`src/rtl/lz77_token_scheduler.sv`:
```
// ---------------------------------------------------------------------------
// lz77_token_scheduler
//
// Feeds AXI-Stream LZ77 tokens {distance, length, literal} one at a time into
// lz77_decomp_core. The core cannot be back-pressured on its output, so a
// token is only offered once the downstream byte buffer has room for every
// byte it will produce (length copies plus one literal). Credits track that
// free room. A pending counter tracks bytes issued but not yet emitted.
// At a frame boundary (tlast) the block drains until all bytes are out, then
// pulses frame_done.
//
// Ports
//   clk, rst          single clock; synchronous active-high reset
//   s_axis_*          token ingress (tdata = {distance, length, literal[7:0]})
//   core_in_valid     held token offered to the core
//   core_in_ready     core is idle and can take a token
//   core_distance/length/literal  held token fields (stable while offered)
//   core_out_valid    core emitted one byte this cycle
//   credit_return     downstream popped one byte
//   busy              token in flight or bytes still pending
//   frame_done        one-cycle pulse after the last byte of a frame
//   err_dist          sticky flag: illegal back-reference issued
// ---------------------------------------------------------------------------
module lz77_token_scheduler #(
    parameter int DIST_WIDTH = 4,
    parameter int LEN_WIDTH  = 4,
    parameter int CREDITS    = 32
) (
    input  logic                            clk,
    input  logic                            rst,
    input  logic                            s_axis_tvalid,
    output logic                            s_axis_tready,
    input  logic [DIST_WIDTH+LEN_WIDTH+7:0] s_axis_tdata,
    input  logic                            s_axis_tlast,
    output logic                            core_in_valid,
    input  logic                            core_in_ready,
    output logic [DIST_WIDTH-1:0]           core_distance,
    output logic [LEN_WIDTH-1:0]            core_length,
    output logic [7:0]                      core_literal,
    input  logic                            core_out_valid,
    input  logic                            credit_return,
    output logic                            busy,
    output logic                            frame_done,
    output logic                            err_dist
);

    localparam int CW = $clog2(CREDITS + 1);
    localparam int NW = LEN_WIDTH + 1;
    localparam int WW = DIST_WIDTH + 1;
    localparam int SW = ((WW > NW) ? WW : NW) + 1;

    localparam logic [CW-1:0] CREDITS_MAX = CW'(CREDITS);
    localparam logic [WW-1:0] WR_MAX      = {1'b1, {DIST_WIDTH{1'b0}}};

    // The largest token must always fit into an empty buffer, otherwise it
    // could never be issued.
    generate
        if (CREDITS < (2 ** LEN_WIDTH)) begin : g_bad_credits
            $error("lz77_token_scheduler: CREDITS must be >= 2**LEN_WIDTH");
        end
    endgenerate

    typedef enum logic [1:0] {
        S_IDLE  = 2'd0,
        S_HOLD  = 2'd1,
        S_DRAIN = 2'd2
    } state_t;

    state_t state_r;
    state_t state_s;

    // Held token and counters
    logic [DIST_WIDTH-1:0] dist_r;
    logic [LEN_WIDTH-1:0]  len_r;
    logic [7:0]            lit_r;
    logic                  last_r;
    logic [CW-1:0]         credits_r;
    logic [CW-1:0]         pending_r;
    logic [WW-1:0]         wr_cnt_r;

    // Registered outputs
    logic                  valid_r;
    logic                  tready_r;
    logic                  busy_r;
    logic                  frame_done_r;
    logic                  err_r;

    // Combinational next values
    logic                  issue_s;
    logic                  load_s;
    logic                  done_s;
    logic [DIST_WIDTH-1:0] tok_dist_s;
    logic [LEN_WIDTH-1:0]  tok_len_s;
    logic [7:0]            tok_lit_s;
    logic [NW-1:0]         need_s;
    logic [NW-1:0]         need_next_s;
    logic [CW-1:0]         take_s;
    logic [CW-1:0]         cred_after_take_s;
    logic [CW-1:0]         credits_s;
    logic [CW:0]           pend_sum_s;
    logic [CW:0]           pend_adj_s;
    logic [CW-1:0]         pending_s;
    logic [SW-1:0]         wr_sum_s;
    logic [WW-1:0]         wr_cnt_s;
    logic                  bad_ref_s;
    logic                  valid_s;
    logic                  err_s;

    assign tok_dist_s = s_axis_tdata[DIST_WIDTH+LEN_WIDTH+7:LEN_WIDTH+8];
    assign tok_len_s  = s_axis_tdata[LEN_WIDTH+7:8];
    assign tok_lit_s  = s_axis_tdata[7:0];

    assign issue_s = valid_r && core_in_ready;
    assign need_s  = {1'b0, len_r} + NW'(1);

    // Credit, pending and write-count arithmetic for the coming cycle
    always_comb begin
        take_s            = {CW{1'b0}};
        cred_after_take_s = credits_r;
        credits_s         = credits_r;
        pend_sum_s        = {1'b0, pending_r};
        pend_adj_s        = {1'b0, pending_r};
        pending_s         = pending_r;
        wr_sum_s          = SW'(wr_cnt_r);
        wr_cnt_s          = wr_cnt_r;
        bad_ref_s         = 1'b0;
        err_s             = err_r;

        if (issue_s) begin
            take_s = CW'(need_s);
        end else begin
            take_s = {CW{1'b0}};
        end

        // Take first, then return: a return that would exceed the buffer
        // depth is dropped rather than wrapping the counter.
        cred_after_take_s = credits_r - take_s;
        if (credit_return && (cred_after_take_s != CREDITS_MAX)) begin
            credits_s = cred_after_take_s + CW'(1);
        end else begin
            credits_s = cred_after_take_s;
        end

        // A stray byte strobe with nothing outstanding leaves pending at 0.
        pend_sum_s = {1'b0, pending_r} + {1'b0, take_s};
        if (core_out_valid && (pend_sum_s != {(CW+1){1'b0}})) begin
            pend_adj_s = pend_sum_s - (CW+1)'(1);
        end else begin
            pend_adj_s = pend_sum_s;
        end
        pending_s = pend_adj_s[CW-1:0];

        // A copy may only reach back over bytes already written in this frame.
        bad_ref_s = (len_r != {LEN_WIDTH{1'b0}}) &&
                    ((dist_r == {DIST_WIDTH{1'b0}}) || (WW'(dist_r) > wr_cnt_r));

        wr_sum_s = SW'(wr_cnt_r) + SW'(need_s);
        if (issue_s) begin
            if (wr_sum_s >= SW'(WR_MAX)) begin
                wr_cnt_s = WR_MAX;
            end else begin
                wr_cnt_s = wr_sum_s[WW-1:0];
            end
            err_s = err_r | bad_ref_s;
        end else begin
            wr_cnt_s = wr_cnt_r;
            err_s    = err_r;
        end
    end

    // Next-state logic and the values the registered outputs will take
    always_comb begin
        state_s     = state_r;
        load_s      = 1'b0;
        done_s      = 1'b0;
        need_next_s = need_s;
        valid_s     = 1'b0;

        case (state_r)
            S_IDLE: begin
                if (s_axis_tvalid) begin
                    load_s  = 1'b1;
                    state_s = S_HOLD;
                end else begin
                    state_s = S_IDLE;
                end
            end
            S_HOLD: begin
                if (issue_s) begin
                    if (last_r) begin
                        state_s = S_DRAIN;
                    end else begin
                        state_s = S_IDLE;
                    end
                end else begin
                    state_s = S_HOLD;
                end
            end
            S_DRAIN: begin
                if (pending_s == {CW{1'b0}}) begin
                    done_s  = 1'b1;
                    state_s = S_IDLE;
                end else begin
                    state_s = S_DRAIN;
                end
            end
            default: begin
                state_s = S_IDLE;
            end
        endcase

        // Valid is registered, so it is judged against next cycle's credits
        // and next cycle's held length. Credits only grow while a token
        // waits, so once raised it stays up until the token is issued.
        if (load_s) begin
            need_next_s = {1'b0, tok_len_s} + NW'(1);
        end else begin
            need_next_s = need_s;
        end
        valid_s = (state_s == S_HOLD) && (credits_s >= CW'(need_next_s));
    end

    // FSM state register
    always_ff @(posedge clk) begin
        if (rst) begin
            state_r <= S_IDLE;
        end else begin
            state_r <= state_s;
        end
    end

    // Datapath registers: held token, counters and registered outputs
    always_ff @(posedge clk) begin
        if (rst) begin
            dist_r       <= {DIST_WIDTH{1'b0}};
            len_r        <= {LEN_WIDTH{1'b0}};
            lit_r        <= 8'd0;
            last_r       <= 1'b0;
            credits_r    <= CREDITS_MAX;
            pending_r    <= {CW{1'b0}};
            wr_cnt_r     <= {WW{1'b0}};
            valid_r      <= 1'b0;
            tready_r     <= 1'b1;
            busy_r       <= 1'b0;
            frame_done_r <= 1'b0;
            err_r        <= 1'b0;
        end else begin
            if (load_s) begin
                dist_r <= tok_dist_s;
                len_r  <= tok_len_s;
                lit_r  <= tok_lit_s;
                last_r <= s_axis_tlast;
            end
            credits_r    <= credits_s;
            pending_r    <= pending_s;
            // Issue never coincides with the end of a drain, so clearing
            // at done cannot lose an issued byte count.
            wr_cnt_r     <= done_s ? {WW{1'b0}} : wr_cnt_s;
            valid_r      <= valid_s;
            tready_r     <= (state_s == S_IDLE);
            busy_r       <= (state_s != S_IDLE) || (pending_s != {CW{1'b0}});
            frame_done_r <= done_s;
            err_r        <= err_s;
        end
    end

    assign s_axis_tready = tready_r;
    assign core_in_valid = valid_r;
    assign core_distance = dist_r;
    assign core_length   = len_r;
    assign core_literal  = lit_r;
    assign busy          = busy_r;
    assign frame_done    = frame_done_r;
    assign err_dist      = err_r;

endmodule
```
`config.mk`:
```
export PLATFORM = sky130hd
export DESIGN_NAME = lz77_token_scheduler
export DESIGN_NICKNAME = d
export VERILOG_FILES = /design/src/rtl/lz77_token_scheduler.sv
export SDC_FILE = /design/constraint.sdc
export NUM_CORES = 1
export LEC_CHECK = 0
export CORE_AREA = 5 5 80 82
export CTS_BUF_LIST = sky130_fd_sc_hd__clkbuf_16
export DETAILED_ROUTE_END_ITERATION = 8
export DIE_AREA = 0 0 85 87
export HOLD_SLACK_MARGIN = 0.06
export PLACE_DENSITY = 0.8
export SETUP_SLACK_MARGIN = 0.02
export SLEW_MARGIN = 20
export SYNTH_ARGS = -nofsm -noshare
export SYNTH_HDL_FRONTEND = slang
export SYNTH_SLANG_ARGS = --single-unit
```
`constraint.sdc`:
```
create_clock -name clk -period 7.3 [get_ports clk]
set_input_delay 1.095 -clock clk [delete_from_list [all_inputs] [get_ports clk]]
set_output_delay 1.095 -clock clk [all_outputs]
set_load 0.005 [all_outputs]
```
## Word level (Yosys, flattened, before mapping)

Cells that the tools add are included.
W data, S select, Z words.

- Muxes and demuxes: 14
- Eq/ne operators: 4
- Add/subtract/negate cells: 7
- Reduce and logical (&&, ||, !) cells: 16
- Bitwise logic cells: 1
- $lt $le $gt $ge: 3

Operators by type and width:

| operator | count |
|---|---|
| $mux W5 | 3 |
| $mux W6 | 2 |
| $add A4 B1 Y5 const B | 2 |
| $add A6 B5 Y7 | 1 |
| $reduce_bool A7 Y1 | 1 |
| $add A5 B5 Y6 | 1 |
| $add A6 B1 Y6 const B | 1 |
| $ge A6 B5 Y1 | 1 |
| $ge A6 B5 Y1 const B | 1 |
| $logic_not A6 Y1 | 1 |
| $mux W2 | 3 |
| $ne A6 B6 Y1 const B | 1 |
| $pmux W2 S3 | 1 |
| $reduce_bool A6 Y1 | 1 |
| $sub A6 B1 Y6 const B | 1 |
| $sub A6 B6 Y6 | 1 |
| $gt A4 B5 Y1 | 1 |
| $logic_and A1 B1 Y1 | 5 |
| $mux W1 | 5 |
| $eq A2 B1 Y1 const B | 2 |
| $logic_not A2 Y1 | 2 |
| $logic_not A4 Y1 | 1 |
| $reduce_bool A4 Y1 | 1 |
| $eq A2 B2 Y1 const B | 1 |
| other kinds (4) | 5 |

- Output and inout bits: 21
- Word-level logic and storage cells: 58
- Register bits: 41

## Longest topological paths before layout

- Word-level depth: 11
- Gate-level depth with buffers: 18
- Depth with buffers taken out: 18

## Worst setup path before layout

OpenSTA, ideal clock, no wires.

- Path type: input to register
- Start point: input core_in_ready
- End point: register valid_r (netlist: core_in_valid)
- Buffers on the path: 0
- Library setup time: 0.129 ns
- Arrival time: 4.058 ns
- Stages on the path: 17
- Setup slack: 3.113 ns
- Data required time: 7.171 ns
- Path through: nand2_1 > nor2_1 > ha_1 > inv_1 > fa_1 > a21o_1 > a21oi_1 > xnor2_1 > o41ai_2 > mux2_2 > ha_1 > a21oi_1 > nor2b_1 > o21ai_0 > nand2b_1 > a21oi_1 > a21boi_0

- Elaborated cells between the ends (all ways): 19
- Those cells by class: add/sub (4); order compare (1); eq/ne (2); mux (6); reduce/logical (6)

RTL lines:

| item | line | text |
|---|---|---|
| from (decl) | 36 | `input logic core_in_ready,` |
| $logic_and A1 B1 Y1 (*) | 113 | `assign issue_s = valid_r && core_in_ready;` |
| $mux W5 (*) | 129 | `if (issue_s) begin` |
| $sub A6 B6 Y6 (*) | 137 | `cred_after_take_s = credits_r - take_s;` |
| parallel branches: the longest is 2 deep, another holds $add A6 B1 Y6 | -- |  |
| $mux W6 (*) | 138 | `if (credit_return && (cred_after_take_s != CREDITS_MAX)) begin` |
| via credits_s[1] | 99 | `logic [CW-1:0] credits_s;` |
| $ge A6 B5 Y1 (*) | 220 | `valid_s = (state_s == S_HOLD) && (credits_s >= CW'(need_next_s));` |
| $logic_and A1 B1 Y1 (*) | 220 |  |
| to (signal assigned) | 259 | `valid_r <= valid_s;` |
| to (decl) | 82 | `logic valid_r;` |

Mark *: on every way through the listed nets, which the timed path passes.
A chain may end at the register's enable or synchronous reset.

## Worst setup path after layout

Same ends and word-level chain as after synthesis.

==> run summary <==
Worst setup path endpoint - core_in_valid
CP dominant cell by count - a21oi_1
Primary FF master, synth - dfxtp_1
Cts bufs inserted - 5
Slowest-stage cell, CP - clkdlybuf4s50_1
# diodes - 0
Final worst-path cycle share - 0.6587
Fin util - 0.5864
Clk_lat worst skew - 0.28 ns
I/O Buffers - 43
Fraction of layout cells with a size suffix above 1 - 0.06983
CP endpoint kind - flop
Leak Pwr - 0.001382 µW
Synth area leaders - dfxtp_1 (31%), ha_1 (14%), nand2_1 (6.4%), a21oi_1 (6.3%), xnor2_1 (4.2%)
Run status - finished clean
VDD IR max - 152.4 µV
Largest net degree at the start of global routing - 42
Worst Setup Start Kind - input pin
Die width - 85 µm
Yosys top cell area share - 0.3053
1st-pass router iterations - 4
EDFF count, synth - 0
Cell Area, Synth - 2689 µm²
Row cnt - 28
Vias in the first global route - 2395
Syn Inst Count - 314
1st-iter DRT viols - 93
Post-DP HPWL - 4639 µm
Initial core utilization - 0.4738
Syn nets - 371
DRT Wirelength - 6098 µm
Commonest non-fill, non-tap cell in the layout - nand2_1
CTS Root Cell - clkbuf_16
RSZ-0062 raised after global routing - no
DR vias - 2291
Register area share after synthesis - 0.3053
Commonest cells after routing, fill and taps aside - nand2_1 (46), clkdlybuf4s50_1 (43), dfxtp_1 (41)
Post-route minimum period - 4.809 ns
Worst-path fanout max - 10
Path type of the worst min-delay path - reg2reg
Setup TNS - 0 ns
Global-route wire length before repair - 10760 µm
Count of final setup violators - 0
Max Cap Viol - 0
WL per Instance - 14.08 µm
Synth area leader - dfxtp_1
Die H - 87 µm
Area Growth Syn to Fin - 23.78%
Fin. Hold Viols - 0
Flops & latches, synth - 41
# Post-CTS Setup Buffers - 0
Grt ovf - 0
Initial antenna violation count - 0
Maximum clock rate - 208.0 MHz
CTS tree - done
Slew margin rel. - 0.4559
Worst-path clk slew - 0.06 ns
YS warnings - 0
CP cell instances - clkdlybuf4s50_1, nand2_1, nor2_1, ha_1, inv_1, fa_1, a21o_1, a21oi_1, xnor2_1, o41ai_2, mux2_2, ha_1, a21oi_1, nor2b_1, o21ai_0, nand2b_1, a21oi_1, a21boi_0
H-tree depth - 2
Reg-to-reg slack, setup - 3.38 ns
Slew at the pin closest to its max-slew limit - 0.8161 ns
CTS sink count - 41
PD cells - 339.1 nW/µm²
Delay-heaviest family, CP - compound AO/OA/AOI/OAI gates
Layout Nets - 414
Required time of the critical path - 7.45 ns
Max Clock Skew - 0.003787 ns
Critical Path AT - 4.96 ns
Max-slew violation count - 0
Routed Antenna Nets - 0
Ys async rst share - 0
Crit-path max cell delay - 0.50 ns
Reg2reg start - core_length[0]
Kind of critical path - in2reg
Crit path from - core_in_ready
R2R depth - 17
Die Footprint - 7395 µm²
Cell variety after synth - 53
Vias per inst - 5.291
# hold bufs at CTS - 0
Worst r2r dst - core_in_valid
Clock tree buffer depth - 2
Worst path buffer plus inverter count - 2
Post_cts resized - 0
# DRC - 0
GR Util All Layers - 0.1782
GP Congestion - 0.8512
I/O pin cnt - 44
CP Depth - 18
Core area - 5675 µm²
Mean Syn Cell Area - 8.563 µm²
==> metrics by stage <==
step	area, µm²	hold WS (ns)	worst slack (ns)	instances	power [µW]
6_report	3328	0.4602	2.491	433	1129
5_1_grt	3328	0.4816	2.105	433	1235
4_1_cts	3328	0.4572	2.507	433	1140
3_5_place_dp	3191	0.4519	2.223	425	925.0
3_3_place_gp	3191	0.4404	2.389	425	900.3
2_1_floorplan	2689	0.4462	3.113	314	782.9
==> registers in the layout, summed over array words and instances (netlist names) <==
name,cells
core_literal,8
credits_r,6
pending_r,6
wr_cnt_r,5
core_distance,4
core_length,4
state_r,2
busy,1
core_in_valid,1
err_dist,1
frame_done,1
last_r,1
s_axis_tready,1
==> tightest hold or removal path: stages, from the launching register on <==
cell     delay (ns)
dfxtp_1        0.31
nand2_1        0.05
a21oi_1        0.05
==> synth_stat cells, types with 2 or more instances <==
master	n
o211ai_1	2
nand2_1	46
a22oi_1	4
nor3_1	10
clkbuf_1	7
a21oi_1	34
o21a_1	4
nand3_1	5
nor2_1	21
dfxtp_1	41
and2_1	3
inv_1	23
xnor2_1	13
fa_1	3
o21ai_1	2
a21o_1	5
ha_1	31
nand2b_1	4
nor3_2	4
nor2b_1	10
xor2_1	5
o21ai_0	5
a41oi_1	2
==> kinds of logic after synthesis <==
| group | Yosys count | share of synthesized area |
|---|---|---|
| buffers and inverters | 31 | 0.04328 |
| XOR/XNOR | 20 | 0.07352 |
| adder cells (fa/ha/maj) | 34 | 0.1666 |
| multiplexers | 2 | 0.01256 |
| flip-flops | 41 | 0.3053 |
| AND/OR/NAND/NOR | 115 | 0.2201 |
| AO/OA/AOI/OAI | 71 | 0.1787 |
==> worst min path at each step <==
stage	from	end	cells past startpoint
floorplan	last_r	last_r	2
global placement	core_literal[3]	core_literal[3]	2
detailed placement	core_literal[7]	core_literal[7]	2
CTS	core_literal[7]	core_literal[7]	2
global route	core_literal[2]	core_literal[2]	2
finish	core_literal[7]	core_literal[7]	2
==> layer usage <==
layer | share of wire | global-route usage | vias to the layer above | wire length, µm
li1 | - | - | 1169 | -
met1 | 0.42 | 0.2042 | 1048 | 2567
met2 | 0.47 | 0.3079 | 65 | 2894
met3 | 0.093 | 0.07096 | 9 | 570
met4 | 0.011 | 0.04892 | 0 | 65
met5 | 0 | 0 | - | 0
==> report_power, final <==
group	switching (µW)	internal, µW	leakage [µW]	total [µW]
Clock	84.2	124	0.0000687	208
Combinational	341	288	0.000977	629
Sequential	24.9	267	0.000337	292
Total	450	678	0.00138	1130
==> area by class of cell <==
type / instances / area [µm²]
multi-input combinational: 242 / 1752
inverter: 23 / 86.33
tap: 75 / 93.84
clock buffer: 5 / 125.1
clock inverter: 3 / 12.51
fill: 528 / 2347
sequential: 41 / 820.8
timing repair buffer: 44 / 437.9
(Power assumes the default switching activity.)
